--- config.mk ---
export PLATFORM = sky130hd
export DESIGN_NAME = multicycle_control_flat
export DESIGN_NICKNAME = d
export VERILOG_FILES = /design/src/rtl/multicycle_control_if.sv /design/src/rtl/multicycle_control.sv /design/src/flat_wrapper.sv
export SDC_FILE = /design/constraint.sdc
export NUM_CORES = 1
export LEC_CHECK = 0
export BUFFER_PORTS_ARGS = -buffer_cell sky130_fd_sc_hd__buf_2
export CAP_MARGIN = 40
export CORE_MARGIN = 2
export CORE_UTILIZATION = 42
export CTS_CLUSTER_DIAMETER = 150
export DETAILED_ROUTE_END_ITERATION = 8
export PLACE_DENSITY = 0.78
export SETUP_SLACK_MARGIN = 0.4
export SLEW_MARGIN = 25
export SYNTH_ARGS = -nofsm -noshare
export SYNTH_HDL_FRONTEND = slang
export SYNTH_SLANG_ARGS = --single-unit
--- constraint.sdc ---
create_clock -name clk -period 2.6 [get_ports clk]
set_clock_uncertainty 0.1 [all_clocks]
set_input_delay 0.52 -clock clk [delete_from_list [all_inputs] [get_ports clk]]
set_output_delay 0.52 -clock clk [all_outputs]
set_load 0.05 [all_outputs]
--- src/rtl/multicycle_control_if.sv ---
// Control-to-datapath bundle for the multicycle controller: instruction fields
// and ALU flag in, select lines, write strobes and debug state out.
interface multicycle_control_if;
  logic [6:0] op;
  logic [2:0] funct3;
  logic       funct7b5;
  logic       zero;

  logic       PCWrite;
  logic       AdrSrc;
  logic       MemWrite;
  logic       IRWrite;
  logic       RegWrite;
  logic [1:0] ResultSrc;
  logic [1:0] ALUSrcA;
  logic [1:0] ALUSrcB;
  logic [2:0] ALUControl;
  logic [1:0] ImmSrc;
  logic       instr_done;
  logic       illegal;
  logic [3:0] state;

  // Datapath side: supplies IR fields and the zero flag, consumes controls.
  modport master (
    output op, funct3, funct7b5, zero,
    input  PCWrite, AdrSrc, MemWrite, IRWrite, RegWrite, ResultSrc,
           ALUSrcA, ALUSrcB, ALUControl, ImmSrc, instr_done, illegal, state
  );

  // Controller side.
  modport slave (
    input  op, funct3, funct7b5, zero,
    output PCWrite, AdrSrc, MemWrite, IRWrite, RegWrite, ResultSrc,
           ALUSrcA, ALUSrcB, ALUControl, ImmSrc, instr_done, illegal, state
  );
endinterface

--- src/rtl/multicycle_control.sv ---
// Moore control FSM sequencing a shared ALU/memory/result-mux datapath over
// several cycles per instruction (lw, sw, R-type, I-type ALU, beq, jal).
module multicycle_control (
  input  logic                 clk,
  input  logic                 rst_n,
  multicycle_control_if.slave  bus
);

  typedef enum logic [3:0] {
    S_FETCH    = 4'd0,
    S_DECODE   = 4'd1,
    S_MEMADR   = 4'd2,
    S_MEMREAD  = 4'd3,
    S_MEMWB    = 4'd4,
    S_MEMWRITE = 4'd5,
    S_EXECR    = 4'd6,
    S_ALUWB    = 4'd7,
    S_EXECI    = 4'd8,
    S_JAL      = 4'd9,
    S_BEQ      = 4'd10
  } state_t;

  localparam logic [6:0] OP_LW  = 7'b0000011;
  localparam logic [6:0] OP_SW  = 7'b0100011;
  localparam logic [6:0] OP_R   = 7'b0110011;
  localparam logic [6:0] OP_I   = 7'b0010011;
  localparam logic [6:0] OP_BEQ = 7'b1100011;
  localparam logic [6:0] OP_JAL = 7'b1101111;

  localparam logic [1:0] ALUOP_ADD = 2'b00;
  localparam logic [1:0] ALUOP_SUB = 2'b01;
  localparam logic [1:0] ALUOP_FN  = 2'b10;

  state_t     state_q, state_d;

  logic       pc_update;
  logic       branch;
  logic       adr_src;
  logic       mem_write_raw;
  logic       ir_write_raw;
  logic       reg_write_raw;
  logic       done_raw;
  logic       illegal_op;
  logic [1:0] result_src;
  logic [1:0] alu_src_a;
  logic [1:0] alu_src_b;
  logic [1:0] alu_op;
  logic [2:0] alu_control;
  logic [1:0] imm_src;

  always_ff @(posedge clk or negedge rst_n) begin
    if (!rst_n) state_q <= S_FETCH;
    else        state_q <= state_d;
  end

  always_comb begin
    state_d       = state_q;
    pc_update     = 1'b0;
    branch        = 1'b0;
    adr_src       = 1'b0;
    mem_write_raw = 1'b0;
    ir_write_raw  = 1'b0;
    reg_write_raw = 1'b0;
    done_raw      = 1'b0;
    illegal_op    = 1'b0;
    result_src    = 2'b00;
    alu_src_a     = 2'b00;
    alu_src_b     = 2'b00;
    alu_op        = ALUOP_ADD;
    case (state_q)
      S_FETCH: begin
        ir_write_raw = 1'b1;
        alu_src_b    = 2'b10;
        result_src   = 2'b10;
        pc_update    = 1'b1;
        state_d      = S_DECODE;
      end
      S_DECODE: begin
        // Branch target OldPC + imm is precomputed here for BEQ.
        alu_src_a = 2'b01;
        alu_src_b = 2'b01;
        case (bus.op)
          OP_LW, OP_SW: state_d = S_MEMADR;
          OP_R:         state_d = S_EXECR;
          OP_I:         state_d = S_EXECI;
          OP_JAL:       state_d = S_JAL;
          OP_BEQ:       state_d = S_BEQ;
          default: begin
            illegal_op = 1'b1;
            done_raw   = 1'b1;
            state_d    = S_FETCH;
          end
        endcase
      end
      S_MEMADR: begin
        alu_src_a = 2'b10;
        alu_src_b = 2'b01;
        state_d   = (bus.op == OP_LW) ? S_MEMREAD : S_MEMWRITE;
      end
      S_MEMREAD: begin
        adr_src = 1'b1;
        state_d = S_MEMWB;
      end
      S_MEMWB: begin
        result_src    = 2'b01;
        reg_write_raw = 1'b1;
        done_raw      = 1'b1;
        state_d       = S_FETCH;
      end
      S_MEMWRITE: begin
        adr_src       = 1'b1;
        mem_write_raw = 1'b1;
        done_raw      = 1'b1;
        state_d       = S_FETCH;
      end
      S_EXECR: begin
        alu_src_a = 2'b10;
        alu_op    = ALUOP_FN;
        state_d   = S_ALUWB;
      end
      S_ALUWB: begin
        reg_write_raw = 1'b1;
        done_raw      = 1'b1;
        state_d       = S_FETCH;
      end
      S_EXECI: begin
        alu_src_a = 2'b10;
        alu_src_b = 2'b01;
        alu_op    = ALUOP_FN;
        state_d   = S_ALUWB;
      end
      S_JAL: begin
        // OldPC + 4 is the link value; PC takes the target from ALUOut.
        alu_src_a = 2'b01;
        alu_src_b = 2'b10;
        pc_update = 1'b1;
        state_d   = S_ALUWB;
      end
      S_BEQ: begin
        alu_src_a = 2'b10;
        alu_op    = ALUOP_SUB;
        branch    = 1'b1;
        done_raw  = 1'b1;
        state_d   = S_FETCH;
      end
      default: state_d = S_FETCH;
    endcase
  end

  always_comb begin
    alu_control = 3'b000;
    case (alu_op)
      ALUOP_SUB: alu_control = 3'b001;
      ALUOP_FN: begin
        case (bus.funct3)
          // Only R-type with instr[30] set means sub; addi ignores funct7b5.
          3'b000:  alu_control = ({bus.op[5], bus.funct7b5} == 2'b11) ? 3'b001 : 3'b000;
          3'b010:  alu_control = 3'b101;
          3'b110:  alu_control = 3'b011;
          3'b111:  alu_control = 3'b010;
          default: alu_control = 3'b000;
        endcase
      end
      default: alu_control = 3'b000;
    endcase
  end

  always_comb begin
    imm_src = 2'b00;
    case (bus.op)
      OP_SW:   imm_src = 2'b01;
      OP_BEQ:  imm_src = 2'b10;
      OP_JAL:  imm_src = 2'b11;
      default: imm_src = 2'b00;
    endcase
  end

  // Strobes are gated by rst_n so nothing fires while reset is held.
  assign bus.PCWrite    = rst_n & (pc_update | (branch & bus.zero));
  assign bus.IRWrite    = rst_n & ir_write_raw;
  assign bus.RegWrite   = rst_n & reg_write_raw;
  assign bus.MemWrite   = rst_n & mem_write_raw;
  assign bus.instr_done = rst_n & done_raw;
  assign bus.AdrSrc     = adr_src;
  assign bus.ResultSrc  = result_src;
  assign bus.ALUSrcA    = alu_src_a;
  assign bus.ALUSrcB    = alu_src_b;
  assign bus.ALUControl = alu_control;
  assign bus.ImmSrc     = imm_src;
  assign bus.illegal    = illegal_op;
  assign bus.state      = state_q;

endmodule

--- src/flat_wrapper.sv ---
// flat-port wrapper written by rule: the top's interface ports become plain ports
module multicycle_control_flat 
  (clk, rst_n, bus_op, bus_funct3, bus_funct7b5, bus_zero, bus_PCWrite, bus_AdrSrc, bus_MemWrite, bus_IRWrite, bus_RegWrite, bus_ResultSrc, bus_ALUSrcA, bus_ALUSrcB, bus_ALUControl, bus_ImmSrc, bus_instr_done, bus_illegal, bus_state);
  multicycle_control_if bus_i ();
  input  logic clk;
  input  logic rst_n;
  input wire logic [$bits(bus_i.op)-1:0] bus_op;
  input wire logic [$bits(bus_i.funct3)-1:0] bus_funct3;
  input wire logic [$bits(bus_i.funct7b5)-1:0] bus_funct7b5;
  input wire logic [$bits(bus_i.zero)-1:0] bus_zero;
  output wire logic [$bits(bus_i.PCWrite)-1:0] bus_PCWrite;
  output wire logic [$bits(bus_i.AdrSrc)-1:0] bus_AdrSrc;
  output wire logic [$bits(bus_i.MemWrite)-1:0] bus_MemWrite;
  output wire logic [$bits(bus_i.IRWrite)-1:0] bus_IRWrite;
  output wire logic [$bits(bus_i.RegWrite)-1:0] bus_RegWrite;
  output wire logic [$bits(bus_i.ResultSrc)-1:0] bus_ResultSrc;
  output wire logic [$bits(bus_i.ALUSrcA)-1:0] bus_ALUSrcA;
  output wire logic [$bits(bus_i.ALUSrcB)-1:0] bus_ALUSrcB;
  output wire logic [$bits(bus_i.ALUControl)-1:0] bus_ALUControl;
  output wire logic [$bits(bus_i.ImmSrc)-1:0] bus_ImmSrc;
  output wire logic [$bits(bus_i.instr_done)-1:0] bus_instr_done;
  output wire logic [$bits(bus_i.illegal)-1:0] bus_illegal;
  output wire logic [$bits(bus_i.state)-1:0] bus_state;
  assign bus_i.op = bus_op;
  assign bus_i.funct3 = bus_funct3;
  assign bus_i.funct7b5 = bus_funct7b5;
  assign bus_i.zero = bus_zero;
  assign bus_PCWrite = bus_i.PCWrite;
  assign bus_AdrSrc = bus_i.AdrSrc;
  assign bus_MemWrite = bus_i.MemWrite;
  assign bus_IRWrite = bus_i.IRWrite;
  assign bus_RegWrite = bus_i.RegWrite;
  assign bus_ResultSrc = bus_i.ResultSrc;
  assign bus_ALUSrcA = bus_i.ALUSrcA;
  assign bus_ALUSrcB = bus_i.ALUSrcB;
  assign bus_ALUControl = bus_i.ALUControl;
  assign bus_ImmSrc = bus_i.ImmSrc;
  assign bus_instr_done = bus_i.instr_done;
  assign bus_illegal = bus_i.illegal;
  assign bus_state = bus_i.state;
  multicycle_control u_core (.clk(clk), .rst_n(rst_n), .bus(bus_i));
endmodule
==> results.cfg, run 1 <==
[floorplan]
rows = 13
die_h_um = 42.0
start_util_pct = 46.1
die_w_um = 42.0
io_pins = 36

[cts]
cts_made_buffers = 3
cts_root_buffer = clkbuf_4
htreeDepth = 1
clkSinkCount = 4
clk_path_buf_depth = 2

[yosys]
synth_top_area_share_pct = 16.5
synthTopCellsByArea = dfrtp_1 16%, nor2_1 7.4%, nor3_1 4.9%, nand3b_1 4.9%, buf_2 4.1%
ys_types = 37
synthesis.area_sq_um = 607
synth_cells = 85
seq_area_frac_synth_pct = 16.5
ys_seq_elements = 4
synth-main-ff-cell = dfrtp_1
synth_edf_count = 0
synthArstFlopShare_pct = 100
syn_avg_cell_area_sq_um = 7.14
synth_warnings = 0
yosys.area.top_type = dfrtp_1
syn-num-nets = 101

[timing]
crit_endpoint = bus_ALUControl[0]
worstEpCategory = primary output

[outcome]
status = did not finish
stop_stage = 5_1_grt
error_line = [ERROR DPL-0038] Utilization greater than 100%, impossible to legalize

[placed_design]
dpl.cell_count = 135
dp_hpwl_um = 1380
place.gp.congestion = 0.815
port_buffers = 35
pre_cts_slack_ps = 180

[global_routing]
grt_max_degree = 14
[timing repair]
action                     4_1_cts
setup buffers                   14
setup endpoints to repair       10
hold buffers                     0
resized for setup               29
pin swaps                        6
[synth_stat cells, drive strengths merged (3+ instances only)]
cell    count
and2        3
nand2       4
dfrtp       4
nor4        4
nor3        6
inv         3
nand3b      4
buf         5
nand2b      3
o21a        3
o21ai       3
nor2       12
[stage by stage]
step | instance area, sq um | hold WS (ps) | utilization (%)
floorplan | 773 | 124 | -
global placement | 955 | 279 | 72.5
detailed placement | 955 | 279 | 72.5
CTS | 1180 | 17.9 | 89.9
[kinds of logic after synthesis]
group	Yosys count	synth area share (%)
compound gates	15	16.9
simple gates	50	47.0
flops	4	16.5
mux	1	1.86
xor+xnor	4	5.77
buf+inv	8	5.98
fa+ha+maj	3	5.98
==> run 2: changes to the inputs <==
--- a/config.mk
+++ b/config.mk
@@ -7,12 +7,10 @@
 export LEC_CHECK = 0
 export BUFFER_PORTS_ARGS = -buffer_cell sky130_fd_sc_hd__buf_2
 export CAP_MARGIN = 40
-export CORE_MARGIN = 2
-export CORE_UTILIZATION = 42
-export CTS_CLUSTER_DIAMETER = 150
+export CORE_AREA = 2 2 63 65
 export DETAILED_ROUTE_END_ITERATION = 8
-export PLACE_DENSITY = 0.78
-export SETUP_SLACK_MARGIN = 0.4
+export DIE_AREA = 0 0 65 67
+export PLACE_DENSITY_LB_ADDON = 0.15
 export SLEW_MARGIN = 25
 export SYNTH_ARGS = -nofsm -noshare
 export SYNTH_HDL_FRONTEND = slang
==> run 2 against run 1 <==
Compared with the run above: the run now ends clean; synthesized area is the same; synthesized cell count unchanged.
==> results.cfg, run 2 <==
[drt]
routed_wl_um = 2060
wl_per_cell_um = 11.8
drtPass1Iterations = 4
drcViolationCount = 0
drt_iter0_markers = 28
viasPerCell = 4.35
vias = 757
ant_nets = 0

[yosys]
yosys.area.top_type = dfrtp_1
ys_seq_elements = 4
synth_common_cells = 12 x nor2_1, 6 x nor3_1, 5 x buf_2
synth_warnings = 0
synth_top_area_share_pct = 16.5
seq_area_frac_synth_pct = 16.5
synthArstFlopShare_pct = 100
ys_types = 37
synthTopCellsByArea = dfrtp_1 16%, nor2_1 7.4%, nor3_1 4.9%, nand3b_1 4.9%, buf_2 4.1%
syn-num-nets = 101
synth-main-ff-cell = dfrtp_1
synth_cells = 85
synth.most_common_cell = nor2_1
synth_edf_count = 0
synthesis.area_sq_um = 607
syn_avg_cell_area_sq_um = 7.14

[timing]
fin_crit_sh_pct = 98.8
finalHoldViolCount = 0
setup_viol_count_final = 0
rsz0062_at_grt = yes
fmax_mhz = 389
maxSlewHeadroom_pct = 77.1
slew_viol_final = 0
tightestPinTransition_ps = 343
holdWs_ps = 40.1
layout_min_cycle_time_ps = 2570

[global_routing]
top_usage_layer = met2
grt-ovfl-total = 0
grt_util_met3_pct = 1.18
grt.total_usage_pct = 10.4
grt_pass1_vias = 773
grt_pass1_wl_um = 3440
gr-usage-met1_pct = 12.5
grtUsageMet2_pct = 18.3
antenna_found_initial = 0
grt_max_degree = 14

[final_layout]
antenna_cells = 0
nets = 144
mostFrequentLayoutCell = buf_2
nFillCells = 410
final_cell_mix = 32 x buf_2, 11 x nor2_1, 8 x buf_4
drive_gt1_share_pct = 53.2
area_delta_synth_final_pct = 67.6
largest_register_ffs = 4

[cts]
clkSinkCount = 4
cts_tree = yes
hold_buffers = 0
clock_latency_ps = 220
cts_made_buffers = 3
clk_path_buf_depth = 2
cts_root_buffer = clkbuf_8
htreeDepth = 1
path_clk_slew_ps = 30

[floorplan]
die_w_um = 65
die_area_sq_um = 4360
die_h_um = 67
core_area_sq_um = 3610
start_util_pct = 16.8
io_pins = 36
rows = 22

[power_and_ir_drop]
powerDensity_nw_per_um2 = 797
total_power_uw = 811
ir_worst_vdd_uv = 131
leakage_uw = 0.000483

[critical_path]
critPathCapture = bus_ALUControl[2]
r2r_setup_slack_ps = 920
startpoint = u_core.bus.state[1]
crit_path_max_fanout = 7
cp_slowest_stage_delay_ps = 430
end_kind = output port
arrival_ps = 1950
crit_slowest_cell = dfrtp_2
worstPathRequired_ps = 1980
cp_cell_sequence = and2b_2 > nand3b_1 > inv_1 > ha_1 > nor4_4 > buf_6
ff2ff_path_depth = 4
cp-start-kind = flop
r2r-start = u_core.bus.state[1]
critPathKind = reg -> out
r2r_end = u_core.bus.state[1]

[hold_path]
hold_path.class = in -> async

[placed_design]
port_buffers = 35
place.gp.congestion = 0.737
dp_hpwl_um = 1680

[flow_run]
drv_cap = 0

[outcome]
status = finished clean
-- run 2: cell counts after synthesis --
Identical to the previous run, type by type.
-- run 2: repair_timing --
action | 4_1_cts | 5_1_grt
gates resized for setup | 1 | 9
buffers inserted | 0 | 2
pin swaps | 0 | 2
gates cloned | 0 | 0
endpoints found under the setup margin | 1 | 3
-- run 2: layout make-up --
| class | instances | area [sq um] | share of cell area, % |
|---|---|---|---|
| clock buffer | 3 | 41.3 | 4.06 |
| timing repair buffer | 43 | 250 | 24.6 |
| sequential | 4 | 105 | 10.3 |
| tap | 48 | 60.1 | 5.90 |
| multi-input combinational | 73 | 549 | 54.0 |
| inverter | 3 | 11.3 | 1.11 |
-- run 2: critical path: cells and delay by family, from the launching register on --
family	cells	cell delay, ps
simple gates	3	700
flops	1	430
fa+ha+maj	1	330
buf+inv	2	270
-- run 2: per-stage QoR --
step                util, %  area [sq um]  cells  TNS, ps  worst slack, ps
finish                 28.2          1020    174        0             31.5
detailed placement     25.9           932    169        0              213
global placement       25.9           932    169        0              225
floorplan                 -           692     85     -173             -132
CTS                    27.1           976    172        0             3.13
global route           28.2          1020    174     -144            -58.6
-- run 2: worst min-delay path by stage --
stage,end,start
4_1_cts,u_core.bus.state[0],rst_n
3_5_place_dp,u_core.bus.state[3],rst_n
2_1_floorplan,u_core.bus.state[0],rst_n
3_3_place_gp,u_core.bus.state[2],rst_n
5_1_grt,u_core.bus.state[0],rst_n
6_report,u_core.bus.state[0],rst_n
-- run 2: logic make-up after synthesis --
logic type | Yosys count | synth area share, %
AO/OA/AOI/OAI | 15 | 16.9
XOR/XNOR | 4 | 5.77
buffers and inverters | 8 | 5.98
adder cells (fa/ha/maj) | 3 | 5.98
AND/OR/NAND/NOR | 50 | 47.0
multiplexers | 1 | 1.86
flip-flops | 4 | 16.5
-- run 2: metal layers --
layer / vias up / share of wire [%]
met5: - / 0
met4: 0 / 1.7
met3: 4 / 5.5
met2: 28 / 47
met1: 335 / 46
li1: 390 / -
-- run 2: report_power, final --
group	internal, uW	total (uW)	switching, uW	leakage, uW
clock	98.7	132	32.9	0.0000216
sequential	75.0	82.7	7.72	0.0000478
combinational	181	596	415	0.000414
Power figures use the tool's default switching activity.
==> run 3: changes to the inputs <==
--- a/config.mk
+++ b/config.mk
@@ -8,6 +8,7 @@
 export BUFFER_PORTS_ARGS = -buffer_cell sky130_fd_sc_hd__buf_2
 export CAP_MARGIN = 40
 export CORE_AREA = 2 2 63 65
+export CTS_BUF_LIST = sky130_fd_sc_hd__clkbuf_16
 export DETAILED_ROUTE_END_ITERATION = 8
 export DIE_AREA = 0 0 65 67
 export PLACE_DENSITY_LB_ADDON = 0.15
==> run 3 against run 2 <==
Compared with the run above: core utilization up 0.90 points; sequential power up 1%; global-route usage up 0.93 points; first-iteration DRC count unchanged; die area unchanged; critical path depth unchanged; via count up 1.8%; hold slack worse by 8.9 ps; register-to-register slack about the same; largest cell class unchanged.
==> results.cfg, run 3 (synthesis results as in run 2) <==
[critical_path]
r2r_end = u_core.bus.state[1]
cp_slowest_stage_delay_ps = 430
r2r_setup_slack_ps = 920
crit_family = simple AND/OR/NAND/NOR gates
crit_slowest_cell = dfrtp_2
ff2ff_path_depth = 4
arrival_ps = 1960
end_kind = output port
critPathBufInv = 2
crit_path_max_fanout = 7
cp-start-kind = flop
cp_cell_sequence = and2b_1 > nand3b_1 > inv_1 > ha_1 > nor4_4 > buf_6
worstPathRequired_ps = 1980
r2r-start = u_core.bus.state[1]
critPathKind = reg -> out

[timing]
maxSlewHeadroom_pct = 77.0
rsz0062_at_grt = yes
fin_crit_sh_pct = 99.1
finalHoldViolCount = 0
tightestPinTransition_ps = 344
slew_viol_final = 0
layout_min_cycle_time_ps = 2580
setup_viol_count_final = 0
fmax_mhz = 388

[cts]
clk_path_buf_depth = 2
htreeDepth = 1
path_clk_slew_ps = 30
cts_root_buffer = clkbuf_16
clock_latency_ps = 230
cts_made_buffers = 3
hold_buffers = 0
clkSinkCount = 4
cts_tree = yes

[drt]
viasPerCell = 4.43
wl_per_cell_um = 12.4
drt_iter0_markers = 28
routed_wl_um = 2170
vias = 771
drcViolationCount = 0
drtPass1Iterations = 4
ant_nets = 0

[placed_design]
dp_hpwl_um = 1680
port_buffers = 35
dpl.cell_count = 169
place.gp.congestion = 0.737
placed_area_sq_um = 932

[power_and_ir_drop]
leakage_uw = 0.000499
ir_worst_vdd_uv = 168
powerDensity_nw_per_um2 = 883

[floorplan]
rows = 22
die_area_sq_um = 4360
start_util_pct = 16.8
core_area_sq_um = 3610
io_pins = 36
die_w_um = 65
die_h_um = 67

[global_routing]
grt_max_degree = 14
grt-ovfl-total = 0
grt_pass1_vias = 788
grt.total_usage_pct = 11.3
grt_pass1_wl_um = 3630
antenna_found_initial = 0

[final_layout]
drive_gt1_share_pct = 52.4
area_delta_synth_final_pct = 73.0
mostFrequentLayoutCell = buf_2
fin_area_sq_um = 1050
antenna_cells = 0
final_cell_mix = 32 x buf_2, 11 x nor2_1, 8 x buf_4
instances_no_fill = 174
nets = 144
largest_register_ffs = 4

[outcome]
status = finished clean

[flow_run]
drv_cap = 0

[hold_path]
hold_path.class = in -> async
[run 3: metal layers]
metal  share of wire [%]  track usage, %  wire (um)
met5                   0               0          0
met4                 1.4            7.18         30
met3                 7.7            2.20        166
met2                  48            18.7       1030
met1                  43            13.3        939
[run 3: worst max-delay path by stage]
stage / start / end / slack (ps) / cells after the start
6_report: u_core.bus.state[1] / bus_ALUControl[2] / 20 / 6
5_1_grt: u_core.bus.state[0] / bus_ALUControl[2] / -70 / 6
4_1_cts: u_core.bus.state[1] / bus_instr_done / 2 / 6
3_5_place_dp: u_core.bus.state[1] / bus_ALUControl[2] / 210 / 6
3_3_place_gp: u_core.bus.state[1] / bus_instr_done / 220 / 6
2_1_floorplan: u_core.bus.state[3] / bus_ALUControl[2] / -130 / 5
[run 3: stage by stage]
stage          setup TNS [ps]  setup slack [ps]  hold WS [ps]  utilization [%]  power [uW]
3_3_place_gp                0               225           273             25.9         675
2_1_floorplan            -173              -132           124                -         540
6_report                    0              23.6          31.2             29.1         927
4_1_cts                     0              2.02          38.3             28.1         926
5_1_grt                  -178             -68.1          45.7             29.1         980
3_5_place_dp                0               213           276             25.9         674
[run 3: final cells by class]
type                            instances  area, sq um
Tap cell                               48         60.1
Inverter                                3         11.3
Fill cell                             409         2560
Multi-Input combinational cell         73          548
Clock buffer                            3         75.1
Sequential cell                         4          105
Timing Repair Buffer                   43          250
[run 3: worst reg2reg max path, stage by stage (launching register included)]
cell	delay [ps]
dfrtp_2	430
buf_4	200
nand2b_1	250
or4_1	540
nand3_1	100
[run 3: repair_timing]
| action | in CTS | in global routing |
|---|---|---|
| endpoints found under the hold margin | 0 | 0 |
| buffers inserted | 0 | 2 |
| resized for setup | 2 | 6 |
| pin swaps | 0 | 2 |
| endpoints found under the setup margin | 2 | 3 |
[run 3: report_power, final]
group          internal, uW  switching (uW)  total (uW)
Sequential             75.0            8.85        83.9
Clock                   197            47.2         244
Combinational           181             418         599
==> run 4: changes to the inputs <==
--- a/config.mk
+++ b/config.mk
@@ -7,6 +7,8 @@
 export LEC_CHECK = 0
 export BUFFER_PORTS_ARGS = -buffer_cell sky130_fd_sc_hd__buf_2
 export CAP_MARGIN = 40
+export CELL_PAD_IN_SITES_DETAIL_PLACEMENT = 1
+export CELL_PAD_IN_SITES_GLOBAL_PLACEMENT = 1
 export CORE_AREA = 2 2 63 65
 export CTS_BUF_LIST = sky130_fd_sc_hd__clkbuf_16
 export DETAILED_ROUTE_END_ITERATION = 8
==> run 4 against run 3 <==
Compared with the run above: final cell count increased by 0.57%; sequential power increased by 9.9%; sequential share of layout area unchanged; clock-buffer cell count unchanged; clock power decreased by 3%; routed wire length increased by 5.0%; largest cell class unchanged; largest power group unchanged; highest routed layer unchanged.
==> results.cfg, run 4 (synthesis results as in run 2) <==
[outcome]
status = finished clean

[hold_path]
hold_path.class = in -> async

[cts]
clkSinkCount = 4
htreeDepth = 1
cts_tree = yes
cts_root_buffer = clkbuf_16
path_clk_slew_ps = 30
cts_made_buffers = 3
clk_path_buf_depth = 2
hold_buffers = 0
clock_latency_ps = 220

[global_routing]
grt_pass1_wl_um = 3710
grt.total_usage_pct = 11.1
grt_pass1_vias = 763
grt-ovfl-total = 0
antenna_found_initial = 0
grt_max_degree = 14

[placed_design]
place.gp.congestion = 0.809
pre_cts_slack_ps = 214
port_buffers = 35
dp_hpwl_um = 1860
placed_area_sq_um = 932

[floorplan]
die_h_um = 67
io_pins = 36
core_area_sq_um = 3610
die_area_sq_um = 4360
rows = 22
die_w_um = 65
start_util_pct = 16.8

[drt]
vias = 787
drcViolationCount = 0
routed_wl_um = 2280
drt_iter0_markers = 16
ant_nets = 0
viasPerCell = 4.50
wl_per_cell_um = 13.0
drtPass1Iterations = 4

[critical_path]
r2r_setup_slack_ps = 980
cp-start-kind = flop
critPathCapture = bus_ALUControl[2]
critPathKind = reg -> out
end_kind = output port
worstPathRequired_ps = 1980
r2r-start = u_core.bus.state[1]
startpoint = u_core.bus.state[1]
arrival_ps = 1890
r2r_end = u_core.bus.state[1]
ff2ff_path_depth = 4
crit_path_max_fanout = 7

[final_layout]
fin_area_sq_um = 1050
mostFrequentLayoutCell = buf_2
final_cell_mix = 32 x buf_2, 11 x nor2_1, 9 x buf_4
area_delta_synth_final_pct = 73.0
nFillCells = 454
drive_gt1_share_pct = 51.2
antenna_cells = 0
largest_register_ffs = 4
nets = 145
multiInputGateArea_sq_um = 541
seqCellArea_sq_um = 105

[timing]
maxSlewHeadroom_pct = 75.3
fmax_mhz = 398
tightestPinTransition_ps = 367
rsz0062_at_grt = yes
layout_min_cycle_time_ps = 2510
holdWs_ps = 36.3
slew_viol_final = 0
setup_viol_count_final = 0
fin_ws_ps = 85.9
fin_crit_sh_pct = 96.7
finalHoldViolCount = 0

[power_and_ir_drop]
leakage_uw = 0.000504
total_power_uw = 917
ir_worst_vdd_uv = 334
powerDensity_nw_per_um2 = 873

[flow_run]
drv_cap = 0
==> run 4: cell count changes in the layout (fill, tap and decap cells not counted) <==
cell,delta
nor3_2,-1
buf_4,+1
ha_2,-1
nor3_1,+1
ha_1,+1
==> run 4: per-stage QoR <==
stage	utilization [%]	TNS, ps	std cells
final	29.1	0	175
after global routing	29.1	-22.1	175
after CTS	28.1	0	172
after detailed placement	25.9	0	169
after global placement	25.9	0	169
after floorplan	-	-173	85
==> run 4: layer usage <==
layer | vias to the layer above | share of wire [%] | global-route usage (%)
met3 | 2 | 5.7 | 1.86
li1 | 391 | - | -
met1 | 362 | 48 | 14.0
met2 | 32 | 46 | 19.2
met4 | 0 | 0.97 | 3.19
met5 | - | 0 | 0
==> run 4: how the worst min path moves through the flow <==
| stage | startpoint | end | cells past startpoint |
|---|---|---|---|
| after floorplan | rst_n | u_core.bus.state[0] | 0 |
| after global placement | rst_n | u_core.bus.state[3] | 1 |
| after detailed placement | rst_n | u_core.bus.state[3] | 1 |
| after CTS | rst_n | u_core.bus.state[0] | 1 |
| after global routing | rst_n | u_core.bus.state[1] | 1 |
| final | rst_n | u_core.bus.state[3] | 1 |
==> run 4: critical path, cell delays in order, from the launching register on <==
cell and delay [ps]:
dfrtp_2 430, nor2_1 120, nand2_1 80, a21o_1 200
ha_1 350, nor4_4 300, buf_6 190
==> run 4: where the power goes <==
group,internal (uW),leakage (uW),switching [uW],total (uW)
clock network,196,0.0000370,39.8,236
registers,75.3,0.0000478,16.9,92.2
logic,178,0.000419,410,588
total,450,0.000504,467,917
==> run 4: area by class of cell <==
class	count	area share, %
clock buffer	3	7.15
inverter	3	1.07
multi-input combinational	73	51.5
sequential	4	10.0
tap	48	5.72
timing repair buffer	44	24.6
==> run 4: timing repair <==
action                                  4_1_cts  5_1_grt
buffers inserted                              0        3
cloned                                        0        0
endpoints found under the setup margin        2        3
resized for setup                             2        4
hold endpoints to repair                      0        0
